**config.mk**
```make
export PLATFORM = sky130hd
export DESIGN_NAME = fnd_scan_driver
export DESIGN_NICKNAME = d
export VERILOG_FILES = /design/src/rtl/fnd_scan_driver.sv
export SDC_FILE = /design/constraint.sdc
export NUM_CORES = 1
export LEC_CHECK = 0
export ABC_AREA = 1
export CAP_MARGIN = 20
export CORE_UTILIZATION = 37
export DETAILED_ROUTE_END_ITERATION = 12
export GPL_ROUTABILITY_DRIVEN = 0
export PLACE_DENSITY = 0.53
export SETUP_SLACK_MARGIN = 0.02
export SYNTH_ARGS = -nofsm -noshare
export SYNTH_HDL_FRONTEND = slang
export SYNTH_SLANG_ARGS = --single-unit
```
**constraint.sdc**
```tcl
create_clock -name fnd_clk -period 4.2 [get_ports fnd_clk]
set_input_delay 1.05 -clock fnd_clk [delete_from_list [all_inputs] [get_ports fnd_clk]]
set_output_delay 1.05 -clock fnd_clk [all_outputs]
set_load 0.01 [all_outputs]
```
**src/rtl/fnd_scan_driver.sv**
```systemverilog
// fnd_scan_driver: sequential signed-decimal / hex converter feeding an atomically committed glyph buffer,
// scanned onto a one-hot-low digit bus. Define FND_BLINK_EN for per-digit blinking via blink_mask.
module fnd_scan_driver #(
    parameter int DIGITS       = 6,
    parameter int DATA_W       = 32,
    parameter int SCAN_DIV     = 1000,
    parameter int BLINK_FRAMES = 64
) (
    input  logic              fnd_clk,
    input  logic              rst,
    input  logic              load,
    input  logic              mode,
    input  logic [DATA_W-1:0] value,
`ifdef FND_BLINK_EN
    input  logic [DIGITS-1:0] blink_mask,
`endif
    output logic              busy,
    output logic              overflow,
    output logic [DIGITS-1:0] fnd_s,
    output logic [7:0]        fnd_d
);
    localparam int BCD_N = (DATA_W + 2) / 3;
    localparam int NW    = BCD_N > DIGITS ? BCD_N : DIGITS;
    localparam int CW    = $clog2(DATA_W + 1);
    localparam int PW    = $clog2(SCAN_DIV);
    localparam int IW    = $clog2(DIGITS);
    localparam logic [1:0] IDLE = 2'd0, CONV_DEC = 2'd1, CONV_HEX = 2'd2, COMMIT = 2'd3;

    logic [1:0]        state_q, state_d;
    logic              mode_q, mode_d, neg_q, neg_d, ovf_q, ovf_d, err, hi;
    logic [DATA_W-1:0] sh_q, sh_d;
    logic [4*NW-1:0]   bcd_q, bcd_d, adj;
    logic [CW-1:0]     cnt_q, cnt_d;
    logic [IW-1:0]     msd, idx_q, idx_d;
    logic [PW-1:0]     psc_q, psc_d;
    logic [7:0]        buf_q [DIGITS];
    logic [7:0]        buf_d [DIGITS];
    logic [7:0]        gly   [DIGITS];
    logic [DIGITS-1:0] fnd_s_q, fnd_s_d;
    logic [7:0]        fnd_d_q, fnd_d_d;
    logic              psc_wrap;

    function automatic logic [7:0] seg(input logic [3:0] n);
        case (n)
            4'h0: seg = 8'h3F;
            4'h1: seg = 8'h06;
            4'h2: seg = 8'h5B;
            4'h3: seg = 8'h4F;
            4'h4: seg = 8'h66;
            4'h5: seg = 8'h6D;
            4'h6: seg = 8'h7D;
            4'h7: seg = 8'h07;
            4'h8: seg = 8'h7F;
            4'h9: seg = 8'h67;
            4'hA: seg = 8'h77;
            4'hB: seg = 8'h7C;
            4'hC: seg = 8'h39;
            4'hD: seg = 8'h5E;
            4'hE: seg = 8'h79;
            default: seg = 8'h71;
        endcase
    endfunction

    // Glyph encoding of the finished conversion; only consumed in COMMIT
    always_comb begin
        msd = '0;
        hi  = 1'b0;
        for (int i = 0; i < NW; i++) begin
            if (bcd_q[4*i +: 4] != 4'd0) begin
                if (i < DIGITS) msd = IW'(i);
                else hi = 1'b1;
            end
        end
        err = hi || (mode_q ? |sh_q : neg_q && msd == IW'(DIGITS - 1));
        for (int i = 0; i < DIGITS; i++) begin
            gly[i] = err ? (i < 2 ? 8'h50 : i == 2 ? 8'h79 : 8'h00) :
                     IW'(i) <= msd ? seg(bcd_q[4*i +: 4]) :
                     (neg_q && IW'(i) == msd + 1'b1) ? 8'h40 : 8'h00;
        end
    end

    always_comb begin
        adj = bcd_q;
        for (int i = 0; i < NW; i++)
            adj[4*i +: 4] = bcd_q[4*i +: 4] >= 4'd5 ? bcd_q[4*i +: 4] + 4'd3 : bcd_q[4*i +: 4];
        state_d = state_q;
        mode_d  = mode_q;
        neg_d   = neg_q;
        sh_d    = sh_q;
        bcd_d   = bcd_q;
        cnt_d   = cnt_q;
        buf_d   = buf_q;
        ovf_d   = ovf_q;
        case (state_q)
            IDLE: if (load) begin
                state_d = mode ? CONV_HEX : CONV_DEC;
                mode_d  = mode;
                neg_d   = !mode && value[DATA_W-1];
                sh_d    = (!mode && value[DATA_W-1]) ? -value : value;
                bcd_d   = '0;
                cnt_d   = '0;
            end
            CONV_DEC: begin
                sh_d    = sh_q << 1;
                bcd_d   = {adj[4*NW-2:0], sh_q[DATA_W-1]};
                cnt_d   = cnt_q + 1'b1;
                state_d = cnt_q == CW'(DATA_W - 1) ? COMMIT : CONV_DEC;
            end
            CONV_HEX: begin
                sh_d    = sh_q >> 4;
                bcd_d   = (bcd_q >> 4) | ((4*NW)'(sh_q[3:0]) << (4 * (DIGITS - 1)));
                cnt_d   = cnt_q + 1'b1;
                state_d = cnt_q == CW'(DIGITS - 1) ? COMMIT : CONV_HEX;
            end
            default: begin
                buf_d   = gly;
                ovf_d   = err;
                state_d = IDLE;
            end
        endcase
    end

    assign psc_wrap = psc_q == PW'(SCAN_DIV - 1);
    assign psc_d    = psc_wrap ? '0 : psc_q + 1'b1;
    assign idx_d    = psc_wrap ? (idx_q == IW'(DIGITS - 1) ? '0 : idx_q + 1'b1) : idx_q;
    assign fnd_s_d  = psc_d == '0 ? '1 : ~(DIGITS'(1) << idx_d);

`ifdef FND_BLINK_EN
    localparam int FW = BLINK_FRAMES > 1 ? $clog2(BLINK_FRAMES) : 1;
    logic [FW-1:0] frm_q, frm_d;
    logic          ph_q, ph_d, frm_wrap;
    assign frm_wrap = psc_wrap && idx_q == IW'(DIGITS - 1) && frm_q == FW'(BLINK_FRAMES - 1);
    assign frm_d    = (psc_wrap && idx_q == IW'(DIGITS - 1)) ? (frm_wrap ? '0 : frm_q + 1'b1) : frm_q;
    assign ph_d     = ph_q ^ frm_wrap;
    assign fnd_d_d  = (!ph_d && blink_mask[idx_d]) ? 8'h00 : buf_q[idx_d];
    always_ff @(posedge fnd_clk) begin
        frm_q <= !rst ? '0 : frm_d;
        ph_q  <= !rst ? 1'b1 : ph_d;
    end
`else
    assign fnd_d_d = buf_q[idx_d];
`endif

    always_ff @(posedge fnd_clk) begin
        if (!rst) begin
            state_q <= IDLE;
            mode_q  <= 1'b0;
            neg_q   <= 1'b0;
            sh_q    <= '0;
            bcd_q   <= '0;
            cnt_q   <= '0;
            buf_q   <= '{default: 8'h40};
            ovf_q   <= 1'b0;
            psc_q   <= '0;
            idx_q   <= '0;
            fnd_s_q <= '1;
            fnd_d_q <= 8'h00;
        end else begin
            state_q <= state_d;
            mode_q  <= mode_d;
            neg_q   <= neg_d;
            sh_q    <= sh_d;
            bcd_q   <= bcd_d;
            cnt_q   <= cnt_d;
            buf_q   <= buf_d;
            ovf_q   <= ovf_d;
            psc_q   <= psc_d;
            idx_q   <= idx_d;
            fnd_s_q <= fnd_s_d;
            fnd_d_q <= fnd_d_d;
        end
    end

    assign busy     = state_q != IDLE;
    assign overflow = ovf_q;
    assign fnd_s    = fnd_s_q;
    assign fnd_d    = fnd_d_q;
endmodule

```
* Word level (Yosys, flattened, before mapping)
Memories as Yosys holds them, arrays and structs flattened. A register that Yosys moved wholly into a read port is not among the register bits.
Index checks and enable logic that the tools add are counted.
** Word-level totals
- Output and inout port bits :: 16
- Bits of input ports :: 36
- Memories kept :: 6
- Register bits after elaboration :: 162
- Word-level logic and storage cells :: 178
- Memory bits (read-only) :: 672
** Memory list
- (no name shown) :: depth 16, bits a word 7, rd ports 1, clocked after Yosys merged registers in 1, write ports 0, line 44 : case (n)
- (no name shown) :: depth 16, bits a word 7, rd ports 1, clocked after Yosys merged registers in 1, write ports 0, line 44
- (no name shown) :: depth 16, bits a word 7, rd ports 1, clocked after Yosys merged registers in 1, write ports 0, line 44
- (no name shown) :: depth 16, bits a word 7, rd ports 1, clocked after Yosys merged registers in 1, write ports 0, line 44
- (no name shown) :: depth 16, bits a word 7, rd ports 1, clocked after Yosys merged registers in 1, write ports 0, line 44
- (no name shown) :: depth 16, bits a word 7, rd ports 1, clocked after Yosys merged registers in 1, write ports 0, line 44
** Cells by class
- Eq/ne operators :: 13
- Order comparisons :: 18
- Reduce and logical (&&, ||, !) cells :: 33
- Bitwise operators :: 4
- $add $sub $neg :: 16
- Shift operators :: 1
- Mux-type cells :: 70
** Operator list (count)
- 44-bit case mux with 3 select lines :: 1
- 8-bit 2-to-1 mux :: 14
- 32-bit case mux with 3 select lines :: 1
- 4-bit 2-to-1 mux :: 22
- 32-bit 2-to-1 mux :: 2
- 4-bit by 3-bit greater-or-equal comparator with 1-bit output, second input constant :: 11
- 44-bit 2-to-1 mux :: 1
- 7-bit 2-to-1 mux :: 6
- 4-bit by 2-bit adder with 4-bit output, second input constant :: 10
- 40-bit by 24-bit bitwise OR with 40-bit output :: 1
- 4-bit nonzero test :: 10
- 32-bit negator :: 1
- 32-bit OR reduction :: 1
- 8-bit binary-select mux with 3-bit select :: 1
- 3-bit 2-to-1 mux :: 7
- 6-bit case mux with 2 select lines :: 1
- 10-bit by 1-bit adder with 10-bit output, second input constant :: 1
- 10-bit == test, second input constant :: 1
- 10-bit zero test :: 1
- 10-bit 2-to-1 mux :: 1
- 1-bit logical AND :: 8
- 1-bit 2-to-1 mux :: 8
- 3-bit by 1-bit adder with 3-bit output, second input constant :: 2
- 6-bit by 1-bit adder with 6-bit output, second input constant :: 1
- 30 further kinds :: 42

* Logic depth before layout (Yosys ltp)
- Word-level depth :: 12
- Depth in mapped cells :: 18
- Depth with buffers taken out :: 17

* Least setup slack after synthesis
No wires, ideal clock.
- Kind :: input -> register
- From :: input load
- To :: register (tool-made name)
- Arrival time :: 2.565 ns
- Stages :: 13
- Setup slack :: 1.523 ns
- Cells stage by stage :: nor2_2 -> nor2_4 -> inv_2 -> nor2_1 -> buf_2 -> a21oi_1 -> nor2_1 -> inv_1 -> ha_1 -> inv_1 -> nand3_1 -> nand3_1 -> nand2_1
** RTL lines
- from (decl) :: line 11 : input logic load,

==> impl_metrics.ini <==
[pwr]
power_mw = 4.49
peakVddDrop_mv = 0.273
cellPowerDensity_nw_per_um2 = 329
leakage_nw = 6.28

[critical_path]
cp-start-kind = primary input
worstPathRequired_ns = 4.54
worstRegToRegCells = 15
path_class = primary input to flop
r2r-start = state_q[1]
cp_max_fo = 16
r2r_setup_slack_ns = 1.30
critical_path.startpoint = load
worstPathArrival_ns = 3.58
crit_path_end_kind = flop

[worst_hold_path]
min_from = buf_q[13]
hold_class = flop to flop
min_delay_path_depth = 2
min_to = buf_q[13]

[global_route]
antenna_found_initial = 0
grt_pass1_wl_um = 55300
overflow = 0
grt_start_max_net_pins = 63
grt_pass1_vias = 11200
track_usage_pct = 20.4

[clock_network]
post_cts_buffers = 0
cts_hold_buffers = 0
clkTransAtPathRegs_ns = 0.08
clk_path_buf_depth = 2
root_buffer = clkbuf_16
clk_latency_ns = 0.45
htree_levels = 4
cts_tree = built
post_cts_resized = 0
clock-sinks = 197
cts_buffers = 17

[timing]
finalClockSkew_ns = 0.0121
slew_headroom_pct = 51.9
min_period_ns = 3.23
tns_ns = 0
drv_slew = 0
whs_ns = 0.467
finalSetupViolations = 0
fin_ws_ns = 0.967
rsz0062_at_grt = false
hold_viol_final = 0
fmax_mhz = 309
tightest_slew_ns = 0.720
fin_crit_sh_pct = 77.0

[routing]
routedWlPerCell_um = 14.0
drt-total-wl_um = 33300
vias = 11800
postRouteAntennaNets = 0
drt_iter0_drc = 740
first_pass_iters = 5
viasPerCell = 4.98
drc = 0

[place]
dpl_cell_area_sq_um = 13100
hpwl_um = 24500
port_buffers = 50
post-place-ws_ns = 0.473

[synth]
syn_area_sq_um = 12200
synth_seq_cells = 197
synth_common_cells = 587 x nand2_1, 204 x inv_1, 197 x dfxtp_1, 195 x nand3_1, 151 x nor2_1
synth.largest_area_cell = dfxtp_1
synthTopCellsByArea = dfxtp_1 32%, nand2_1 18%, nand3_1 8.0%, ha_1 7.8%, inv_1 6.3%
synth.most_common_cell = nand2_1
synth_top_area_share_pct = 32.4
synth_nets = 2017
ys_types = 45
avgSynthCellArea_sq_um = 6.39
yosysWarnings = 0
async_flop_share_pct = 0
synth_ff_type = dfxtp_1
synthCells = 1905
seq_area_frac_synth_pct = 32.4
synth_edf_count = 0

[cells_and_area]
drive_above_1_share_pct = 4.50
synthToLayoutAreaGrowth_pct = 12.3
antenna_cells = 0
fin_nets = 2034
final_cell_area_sq_um = 13700

[floorplan]
io_pins = 52
die_area_sq_um = 33600
num_rows = 66
dieHeight_um = 183
core-area_sq_um = 32500
start_util_pct = 37.5
die_x_um = 183

[outcome]
outcome = finished clean

[flow_run]
drv_cap = 0
-- logic make-up (layout without fill, tap and decap cells) --
family	count (synthesis)	in the layout	synth area share, %
AOI/OAI and AO/OA	311	311	14.1
DFF	197	197	32.4
other	1	1	0.0308
adders and majority gates	76	76	7.81
buffers and inverters	291	320	9.35
and+or+nand+nor	1026	1026	36.1
xor gates and xnor gates	3	3	0.216
-- cells in the final DEF (no fill, tap or decap), types with 2 or more instances in the layout --
cell type	synthesis	layout
a21oi_1	133	133
a221oi_1	13	13
a22oi_1	13	13
a31oi_1	8	8
buf_4	2	19
clkbuf_16	0	17
clkdlybuf4s50_1	0	49
clkinv_1	4	4
clkinv_4	0	4
clkinv_8	0	2
dfxtp_1	197	197
ha_1	76	76
inv_1	204	203
inv_2	11	11
inv_6	0	2
inv_8	0	4
nand2_1	587	587
nand2_2	4	4
nand3_1	195	195
nand3b_1	35	35
nand4_1	25	25
nor2_1	151	149
nor2_2	3	4
nor2_4	2	3
nor3_1	13	13
o211ai_1	8	8
o21ai_0	111	111
o21ai_1	4	4
o21ai_2	3	3
o21bai_1	2	2
o22ai_1	9	9
o31ai_1	2	2
or2_2	4	4
xor2_1	3	3
-- how the worst max path moves through the flow --
| stage | depth (start not counted) | slack (ns) | to |
|---|---|---|---|
| 6_report | 13 | 0.97 | flop |
| 5_1_grt | 13 | 0.75 | flop |
| 4_1_cts | 13 | 0.96 | flop |
| 3_5_place_dp | 13 | 0.47 | flop |
| 3_3_place_gp | 13 | 0.58 | flop |
| 2_1_floorplan | 13 | 1.52 | flop |
-- power breakdown --
part / internal (mW) / switching (mW)
Combinational: 0.254 / 0.534
Sequential: 1.95 / 0.0793
Clock: 0.848 / 0.823
-- final cells by class --
type,instances,area [sq um]
inverters,219,823
clock buffers,17,425
well taps,442,553
clock inverters,14,168
repair buffers,70,658
fillers,3521,18800
multi-input cells,1417,7100
flip-flops and latches,197,3940
-- routing by layer --
layer  share of wire, %  global-route usage (%)
met5                  0                       0
met1                 47                    25.5
met3                2.7                    2.56
met2                 48                    35.5
met4                2.5                    8.07
-- worst max-delay path, cell delays in order --
cell             delay (ns)
clkdlybuf4s50_1        0.51
nor2_2                 0.08
nor2_4                 0.11
inv_2                  0.07
nor2_4                 0.36
a21oi_1                0.19
nor2_1                 0.35
inv_1                  0.17
ha_1                   0.32
inv_1                  0.08
nand3_1                0.08
nand3_1                0.12
nand2_1                0.05
-- per-stage QoR --
step / cells / utilization, %
3_3_place_gp: 2345 / 40.3
6_report: 2376 / 42.1
5_1_grt: 2376 / 42.1
4_1_cts: 2376 / 42.1
3_5_place_dp: 2345 / 40.3
2_1_floorplan: 1905 / -
Power figures use the tool's default switching activity.
